==> src/rtl/muldiv_unit.sv <==
// Iterative multiply/divide unit: one result bit per cycle, HI/LO result registers.
// Signed operations run on operand magnitudes; the sign is restored on the final edge.
module muldiv_unit #(
    parameter int WIDTH = 32
) (
    input  logic             clk,
    input  logic             reset,
    input  logic             start,
    input  logic [1:0]       op,
    input  logic [WIDTH-1:0] a,
    input  logic [WIDTH-1:0] b,
    input  logic             mthi,
    input  logic             mtlo,
    input  logic [WIDTH-1:0] wdata,
    output logic             busy,
    output logic             done,
    output logic [WIDTH-1:0] hi,
    output logic [WIDTH-1:0] lo,
    output logic             div_by_zero
);

    localparam int CW = $clog2(WIDTH);

    typedef enum logic {IDLE, RUN} state_t;

    state_t           state_q, state_d;
    logic [CW-1:0]    cnt_q, cnt_d;
    logic             is_div_q, is_div_d;
    logic             neg_res_q, neg_res_d;
    logic             neg_rem_q, neg_rem_d;
    logic [WIDTH-1:0] a_q, a_d;
    logic [WIDTH-1:0] bmag_q, bmag_d;
    logic [WIDTH-1:0] work_hi_q, work_hi_d;
    logic [WIDTH-1:0] work_lo_q, work_lo_d;
    logic [WIDTH-1:0] hi_q, hi_d;
    logic [WIDTH-1:0] lo_q, lo_d;
    logic             done_q, done_d;
    logic             dbz_q, dbz_d;

    logic               signed_op;
    logic [WIDTH-1:0]   abs_a, abs_b;
    logic [WIDTH:0]     mul_sum, div_trial;
    logic [WIDTH-1:0]   step_hi, step_lo;
    logic [2*WIDTH-1:0] product, prod_fix;
    logic [WIDTH-1:0]   quo_fix, rem_fix;
    logic               div0;

    // Single iteration step, shared by both operations.
    always_comb begin
        signed_op = ~op[0];
        abs_a     = (signed_op && a[WIDTH-1]) ? -a : a;
        abs_b     = (signed_op && b[WIDTH-1]) ? -b : b;

        mul_sum   = {1'b0, work_hi_q} + (work_lo_q[0] ? {1'b0, bmag_q} : '0);
        div_trial = {work_hi_q, work_lo_q[WIDTH-1]} - {1'b0, bmag_q};

        if (is_div_q) begin
            // Restoring division: keep the shifted remainder when the trial goes negative.
            if (!div_trial[WIDTH]) begin
                step_hi = div_trial[WIDTH-1:0];
                step_lo = {work_lo_q[WIDTH-2:0], 1'b1};
            end else begin
                step_hi = {work_hi_q[WIDTH-2:0], work_lo_q[WIDTH-1]};
                step_lo = {work_lo_q[WIDTH-2:0], 1'b0};
            end
        end else begin
            step_hi = mul_sum[WIDTH:1];
            step_lo = {mul_sum[0], work_lo_q[WIDTH-1:1]};
        end

        product  = {step_hi, step_lo};
        prod_fix = neg_res_q ? -product : product;
        quo_fix  = neg_res_q ? -step_lo : step_lo;
        rem_fix  = neg_rem_q ? -step_hi : step_hi;
        div0     = is_div_q && (bmag_q == '0);
    end

    always_comb begin
        state_d   = state_q;
        cnt_d     = cnt_q;
        is_div_d  = is_div_q;
        neg_res_d = neg_res_q;
        neg_rem_d = neg_rem_q;
        a_d       = a_q;
        bmag_d    = bmag_q;
        work_hi_d = work_hi_q;
        work_lo_d = work_lo_q;
        hi_d      = hi_q;
        lo_d      = lo_q;
        done_d    = 1'b0;
        dbz_d     = 1'b0;

        case (state_q)
            IDLE: begin
                if (start) begin
                    state_d   = RUN;
                    cnt_d     = CW'(WIDTH - 1);
                    is_div_d  = op[1];
                    neg_res_d = signed_op & (a[WIDTH-1] ^ b[WIDTH-1]);
                    neg_rem_d = signed_op & a[WIDTH-1];
                    a_d       = a;
                    bmag_d    = abs_b;
                    work_hi_d = '0;
                    work_lo_d = abs_a;
                end else begin
                    if (mthi) hi_d = wdata;
                    if (mtlo) lo_d = wdata;
                end
            end
            RUN: begin
                work_hi_d = step_hi;
                work_lo_d = step_lo;
                cnt_d     = cnt_q - 1'b1;
                if (cnt_q == '0) begin
                    state_d = IDLE;
                    done_d  = 1'b1;
                    if (div0) begin
                        hi_d  = a_q;
                        lo_d  = '1;
                        dbz_d = 1'b1;
                    end else if (is_div_q) begin
                        hi_d = rem_fix;
                        lo_d = quo_fix;
                    end else begin
                        {hi_d, lo_d} = prod_fix;
                    end
                end
            end
            default: state_d = IDLE;
        endcase
    end

    always_ff @(posedge clk or negedge reset) begin
        if (!reset) begin
            state_q   <= IDLE;
            cnt_q     <= '0;
            is_div_q  <= 1'b0;
            neg_res_q <= 1'b0;
            neg_rem_q <= 1'b0;
            a_q       <= '0;
            bmag_q    <= '0;
            work_hi_q <= '0;
            work_lo_q <= '0;
            hi_q      <= '0;
            lo_q      <= '0;
            done_q    <= 1'b0;
            dbz_q     <= 1'b0;
        end else begin
            state_q   <= state_d;
            cnt_q     <= cnt_d;
            is_div_q  <= is_div_d;
            neg_res_q <= neg_res_d;
            neg_rem_q <= neg_rem_d;
            a_q       <= a_d;
            bmag_q    <= bmag_d;
            work_hi_q <= work_hi_d;
            work_lo_q <= work_lo_d;
            hi_q      <= hi_d;
            lo_q      <= lo_d;
            done_q    <= done_d;
            dbz_q     <= dbz_d;
        end
    end

    assign busy        = (state_q == RUN);
    assign done        = done_q;
    assign div_by_zero = dbz_q;
    assign hi          = hi_q;
    assign lo          = lo_q;

endmodule

==> config.mk <==
export PLATFORM = sky130hd
export DESIGN_NAME = muldiv_unit
export DESIGN_NICKNAME = d
export VERILOG_FILES = /design/src/rtl/muldiv_unit.sv
export SDC_FILE = /design/constraint.sdc
export NUM_CORES = 1
export LEC_CHECK = 0
export BUFFER_PORTS_ARGS = -buffer_cell sky130_fd_sc_hd__buf_4
export CORE_UTILIZATION = 45
export CTS_CLUSTER_DIAMETER = 120
export DETAILED_ROUTE_END_ITERATION = 7
export GPL_ROUTABILITY_DRIVEN = 0
export MAX_ROUTING_LAYER = met4
export PLACE_DENSITY = 0.72
export SYNTH_ARGS = -nofsm -noshare
export SYNTH_HDL_FRONTEND = slang
export SYNTH_SLANG_ARGS = --single-unit
export TNS_END_PERCENT = 100
==> constraint.sdc <==
create_clock -name clk -period 11.4 [get_ports clk]
set_input_delay 0 -clock clk [delete_from_list [all_inputs] [get_ports clk]]
set_output_delay 0 -clock clk [all_outputs]
set_load 0.05 [all_outputs]
# --- After elaboration in Yosys (flattened, before gate mapping) ---
# Index checks and enable logic that the tools add are counted.
# Widths: inputs -> output; s select.
totals:
  out_inout_bits: 67
  word_cells: 75
  regBits: 203
classes:
  eq_ne: 5
  addsub: 8
  muxes: 36
  n_bitwise: 5
  n_reduce_logical: 8
ops:
  columns: ["op", "n"]
  rows:
  - ["$mux 32", 20]
  - ["$pmux 32 s2", 4]
  - ["$neg 32->32", 4]
  - ["$mux 64", 1]
  - ["$neg 64->64", 1]
  - ["$add 32x32->33", 1]
  - ["$sub 33x32->33", 1]
  - ["$logic_not 32->1", 1]
  - ["$pmux 5 s2", 1]
  - ["$mux 1", 8]
  - ["$ne 2x2->1 const B", 4]
  - ["$reduce_and 3->1", 2]
  - ["$logic_not 5->1", 1]
  - ["$mux 5", 1]
  - ["$sub 5x1->5 const B", 1]
  - ["$logic_and 1x1->1", 3]
  - ["$and 1x1->1", 2]
  - ["$ne 2x1->1 const B", 1]
  - ["$not 1->1", 2]
  - ["$pmux 1 s2", 1]
  - ["$reduce_and 2->1", 1]
  - ["$xor 1x1->1", 1]

# --- Depth between registers and ports, before layout ---
depth:
  depth_word: 9
  ltp_mapped: 26
  mapped_depth_nobuf: 24

# --- Worst setup path after synthesis ---
# Ideal clock, no wire load.
synth_path:
  path_kind: "flip-flop to flip-flop"
  from: "reg is_div_q"
  to: "reg hi_q[18], in the netlist hi[18]"
  t_arrival_ns: 5.402
  path_stages_with_launch: 25
  path_slack_ns: 5.860
  n_path_buf: 10
  setup_ns: 0.138
  path_cell_list: "dfrtp_1 -> buf_4 -> buf_2 -> buf_4 -> buf_4 -> buf_2 -> buf_2 -> buf_2 -> buf_2 -> buf_1 -> buf_1 -> mux2_2 -> inv_1 -> ha_1 -> o211ai_1 -> o21bai_1 -> or4_1 -> or3_1 -> o21ai_1 -> nand2_1 -> o41a_1 -> nand2b_1 -> a21o_1 -> xor2_1 -> o211ai_1"
synth_between:
  elab_chain_len: 7
  word_cells_on_any_way: 11
  cone_classes: "2 x add/sub; 8 x mux; 1 x reduce/logical"
synth_rtl:
  columns: ["item", "line_no", "source"]
  rows:
  - ["from (decl)", "28", "logic is_div_q, is_div_d;"]
  - ["from (signal assigned)", "151", "is_div_q <= is_div_d;"]
  - ["$mux 32", "57", "if (is_div_q) begin"]
  - ["$neg 64->64 or $neg 32->32 (tied branches)", "72, 74", null]
  - ["$mux 64 or $mux 32 (tied branches)", "72, 74", null]
  - ["$mux 32", "121", "end else if (is_div_q) begin"]
  - ["$mux 32 (*)", "117", "if (div0) begin"]
  - ["$mux 32 (*)", "114", "if (cnt_q == '0) begin"]
  - ["$pmux 32 s2 (*)", "93", "case (state_q)"]
  - ["to (signal assigned)", "158", "hi_q <= hi_d;"]
  - ["to (decl)", "35", "logic [WIDTH-1:0] hi_q, hi_d;"]
# Every way passes the cells marked *; elsewhere a longest branch is shown, timed or not. The select of a mux whose other input is x is not followed.
# A chain may end at the register's enable or synchronous reset.

# --- Final worst setup path ---
layout_path:
  from: "reg work_lo_q[31]"
  to: "reg hi_q[22], in the netlist hi[22]"
layout_between:
  elab_chain_len: 9
  word_cells_on_any_way: 13
  cone_classes: "3 x add/sub; 10 x mux"
layout_rtl:
  columns: ["item", "line_no", "source"]
  rows:
  - ["from (decl)", "34", "logic [WIDTH-1:0] work_lo_q, work_lo_d;"]
  - ["from (signal assigned)", "157", "work_lo_q <= work_lo_d;"]
  - ["$sub 33x32->33", "55", "div_trial = {work_hi_q, work_lo_q[WIDTH-1]} - {1'b0, bmag_q};"]
  - ["$mux 1 or $mux 32 (tied branches)", "59", "if (!div_trial[WIDTH]) begin"]
  - ["$mux 32", "57", null]
  - ["$neg 64->64 or $neg 32->32 (tied branches)", "72, 74", null]
  - ["$mux 64 or $mux 32 (tied branches)", "72, 74", null]
  - ["$mux 32 (*)", "121", null]
  - ["$mux 32 (*)", "117", null]
  - ["$mux 32 (*)", "114", null]
  - ["$pmux 32 s2 (*)", "93", null]
# Marks and branches as above.

==> impl_metrics.env <==
export IMPL_synth_async_sr_flop_share_pct=100
export IMPL_max_clock_path_buffers=3
export IMPL_ioPinCount=170
export IMPL_die_y_um=199
export IMPL_syn2layout_area_growth_pct=20.3
export IMPL_drive_above_1_share_pct=13.3
export IMPL_maximum_level_of_the_cts_h_tree=1
export IMPL_syn_area_mm2=0.0175
export IMPL_startpoint_type="flip-flop"
export IMPL_route_final_wire_length_mm=67.3
export IMPL_final_max_slew_violation_count=0
export IMPL_drv_max_cap_violation_count=0
export IMPL_grt_antenna_before_repair=0
export IMPL_run_status="finished, violations left"
export IMPL_multi_input_comb_area_mm2=0.0117
export IMPL_violations_in_the_final_reports="hold timing"
export IMPL_timing_critical_path_arrival_ns=6.43
export IMPL_die_area_mm2=0.0397
export IMPL_seq_area_frac_synth_pct=29.0
export IMPL_flops_latches_synth=203
export IMPL_detailroute_via_count=19000
export IMPL_timing_critical_path_slowest_stage_cell="sky130_fd_sc_hd__or4_1"
export IMPL_worst_hold_slack_ns=-0.00510
export IMPL_worst_tran_pin_value_ns=1.26
export IMPL_cts_post_setup_buffers_inserted=0
export IMPL_synth_cell_type_count=97
export IMPL_tritoncts="done"
export IMPL_postSynthAreaPerCell_um2=7.74
export IMPL_sequential_cell_area_mm2=0.00509
export IMPL_clock_tree_sinks=203
export IMPL_average_routed_wire_per_standard_cell_um=22.5
export IMPL_setup_tns_final_ns=0
export IMPL_buffer_cell_driving_the_clock_tree_root="sky130_fd_sc_hd__clkbuf_16"
export IMPL_netlist_instances=2261
export IMPL_depth_of_the_critical_timing_path_with_buffers_and_inverters_included=23
export IMPL_setup_viol_count_final=0
export IMPL_finalWorstPathRequiredPeriod_ns=5.96
export IMPL_hp_class="primary input to async pin"
export IMPL_worstSetupPathType="flip-flop to flip-flop"
export IMPL_synthFlopType="sky130_fd_sc_hd__dfrtp_1"
export IMPL_detailedPlacementHpwl_mm=50.9
export IMPL_critical_path_top_delay_family="compound AO/OA/AOI/OAI gates"
export IMPL_grt_max_degree=111
export IMPL_max_slew_margin_pct=15.1
export IMPL_critical_path_cell_chain="inv_1, ha_1, inv_1, fa_1, a211oi_2, o211ai_2, nand3_1, a21boi_4, o31ai_2, nor2_2, a21o_1, inv_1, ha_1, o211ai_1, o21bai_1, or4_1, or3_1, o21ai_1, nand2_1, o41a_1, nand2_1, o221ai_1, o31ai_1"
export IMPL_row_count=71
export IMPL_yosys_warnings=0
export IMPL_rsz0062_at_grt="no"
export IMPL_final_period_utilization_pct=52.3
export IMPL_first_iteration_detailed_routing_drc_count=2515
export IMPL_grt_overflow_total=0
export IMPL_grt_first_pass_wirelength_mm=102
export IMPL_antenna_left=0
export IMPL_hold_violations=7
export IMPL_crit_path_frequent_cell="sky130_fd_sc_hd__inv_1"
export IMPL_numCtsBuffers=25
export IMPL_clkSlewWorstSetupHoldPaths_ns=0.06
export IMPL_achievable_frequency_mhz=168
export IMPL_globalRouteTotalUtil_pct=34.3
export IMPL_crit_path_end_kind="flip-flop"
export IMPL_remaining_drc_errors=0
export IMPL_io_buffers=169
export IMPL_clk_lat_worst_skew_ns=0.58
export IMPL_core_region_area_mm2=0.0379
export IMPL_synth_edff_count=0
export IMPL_initial_core_util_pct=46.2
export IMPL_cp_buffers_inverters=3
export IMPL_synth_net_count=2436
export IMPL_die_width_um=199
export IMPL_fillCellCount=3529
export IMPL_drt_pre_antenna_iters=6
export IMPL_ff_to_ff_path_depth=23
export IMPL_number_of_nets_in_the_layout=2639
export IMPL_maximum_net_fanout_on_the_critical_path=10
export IMPL_via_to_cell_ratio=6.35
export IMPL_final_setup_skew_ns=0.0241
export IMPL_cp_required_ns=11.87
export IMPL_timing_critical_path_slowest_cell_delay_ns=0.59
export IMPL_layout_cells_most_common_list="sky130_fd_sc_hd__nand2_1, sky130_fd_sc_hd__o21ai_0, sky130_fd_sc_hd__dfrtp_1"
export IMPL_via_count_of_the_first_global_routing_pass=17800
export IMPL_final_common_cell="sky130_fd_sc_hd__nand2_1"
## per-stage QoR
step	setup slack [ns]	utilization, %	hold WS [ns]	std cells	instance area, um^2
2_1_floorplan	5.86	-	-0.296	2261	17500
3_3_place_gp	5.81	50.3	0.0457	2838	19100
3_5_place_dp	5.63	50.3	0.0464	2838	19100
4_1_cts	5.59	55.5	0.00474	2993	21100
5_1_grt	5.09	55.5	0.0449	2993	21100
6_report	5.44	55.5	-0.00510	2995	21100
## worst register-to-register path, cell delays in order, from the launching register on
cell	delay, ns
sky130_fd_sc_hd__dfrtp_1	0.37
sky130_fd_sc_hd__inv_1	0.11
sky130_fd_sc_hd__ha_1	0.18
sky130_fd_sc_hd__inv_1	0.06
sky130_fd_sc_hd__fa_1	0.44
sky130_fd_sc_hd__a211oi_2	0.27
sky130_fd_sc_hd__o211ai_2	0.18
sky130_fd_sc_hd__nand3_1	0.22
sky130_fd_sc_hd__a21boi_4	0.13
sky130_fd_sc_hd__o31ai_2	0.38
sky130_fd_sc_hd__nor2_2	0.18
sky130_fd_sc_hd__a21o_1	0.22
sky130_fd_sc_hd__inv_1	0.07
sky130_fd_sc_hd__ha_1	0.17
sky130_fd_sc_hd__o211ai_1	0.12
sky130_fd_sc_hd__o21bai_1	0.22
sky130_fd_sc_hd__or4_1	0.59
sky130_fd_sc_hd__or3_1	0.43
sky130_fd_sc_hd__o21ai_1	0.33
sky130_fd_sc_hd__nand2_1	0.15
sky130_fd_sc_hd__o41a_1	0.50
sky130_fd_sc_hd__nand2_1	0.13
sky130_fd_sc_hd__o221ai_1	0.13
sky130_fd_sc_hd__o31ai_1	0.30
## cell usage after synthesis (all sizes together) (19+ instances only)
library cell  instances  area, um^2
buf                  39         203
nand3                29         150
a21oi               186         935
nor4                 20         125
xnor2                89         780
nor3b                21         158
mux2i                51         514
a31oi                26         175
nand2b               52         325
nor2                197         749
inv                  71         267
or3                  27         174
ha                   70         876
xor2                 69         604
a21o                 22         165
o31ai                20         155
mux2                 45         507
nand2               294        1120
o22ai                35         219
o21ai               275        1400
dfrtp               203        5080
o211ai               37         288
nor3                 81         417
a211oi               19         158
clkbuf               84         318
## cells by family (layout without fill, tap and decap cells)
group | Yosys count | in the layout | share of synthesized area (%)
AOI/OAI and AO/OA | 727 | 727 | 25.4
DFF | 203 | 203 | 29.0
buffers and inverters | 195 | 416 | 4.52
adders and majority gates | 72 | 72 | 5.23
other | 0 | 2 | 0
xor gates and xnor gates | 158 | 158 | 7.90
muxes | 96 | 96 | 5.83
and+or+nand+nor | 810 | 810 | 22.1
## worst paths after layout
kind                                                start              endpoint  slack [ns]
worst min-delay path                                reset  cnt_q[2]$_DFFE_PN0P_      -0.005
max in group asynchronous                           reset  is_div_q$_DFFE_PN0P_        9.90
worst min register to register         lo[17]$_DFFE_PN0P_    lo[17]$_DFFE_PN0P_        0.48
worst max-delay path            work_lo_q[31]$_DFFE_PN0P_    hi[22]$_DFFE_PN0P_        5.44
min in group clk                                     mthi     hi[6]$_DFFE_PN0P_        0.03
worst max register to register  work_lo_q[31]$_DFFE_PN0P_    hi[22]$_DFFE_PN0P_        5.44
## state kept, by name, summed over array words and instances (netlist names), 5 cells and up
name,count
hi,32
lo,32
work_hi_q,32
bmag_q,32
work_lo_q,32
a_q,32
cnt_q,5
## what timing repair did
| action | in CTS | in global routing |
|---|---|---|
| gates resized for setup | 0 | 0 |
| hold buffers | 110 | 0 |
| hold endpoints to repair | 228 | 0 |
## routing by layer
metal  vias to the layer above  global-route usage [%]  wire length, um
li1                       8556                       -                -
met1                      8909                    45.4            26500
met2                      1288                    48.6            28200
met3                       279                    8.68             8670
met4                         0                    16.5             3840
met5                         -                       -                0
## final cells by class
cell class                 instances  area share, %
antenna                            2         0.0238
sequential                       203           24.2
timing repair buffer             299           12.0
multi-input combinational       1863           55.4
clock inverter                    15          0.778
tap                              511           3.04
clock buffer                      30           3.30
inverter                          72           1.28
Power is not shown: default switching activity piles up to over one toggle a cycle in this logic, so the estimate is an artifact.
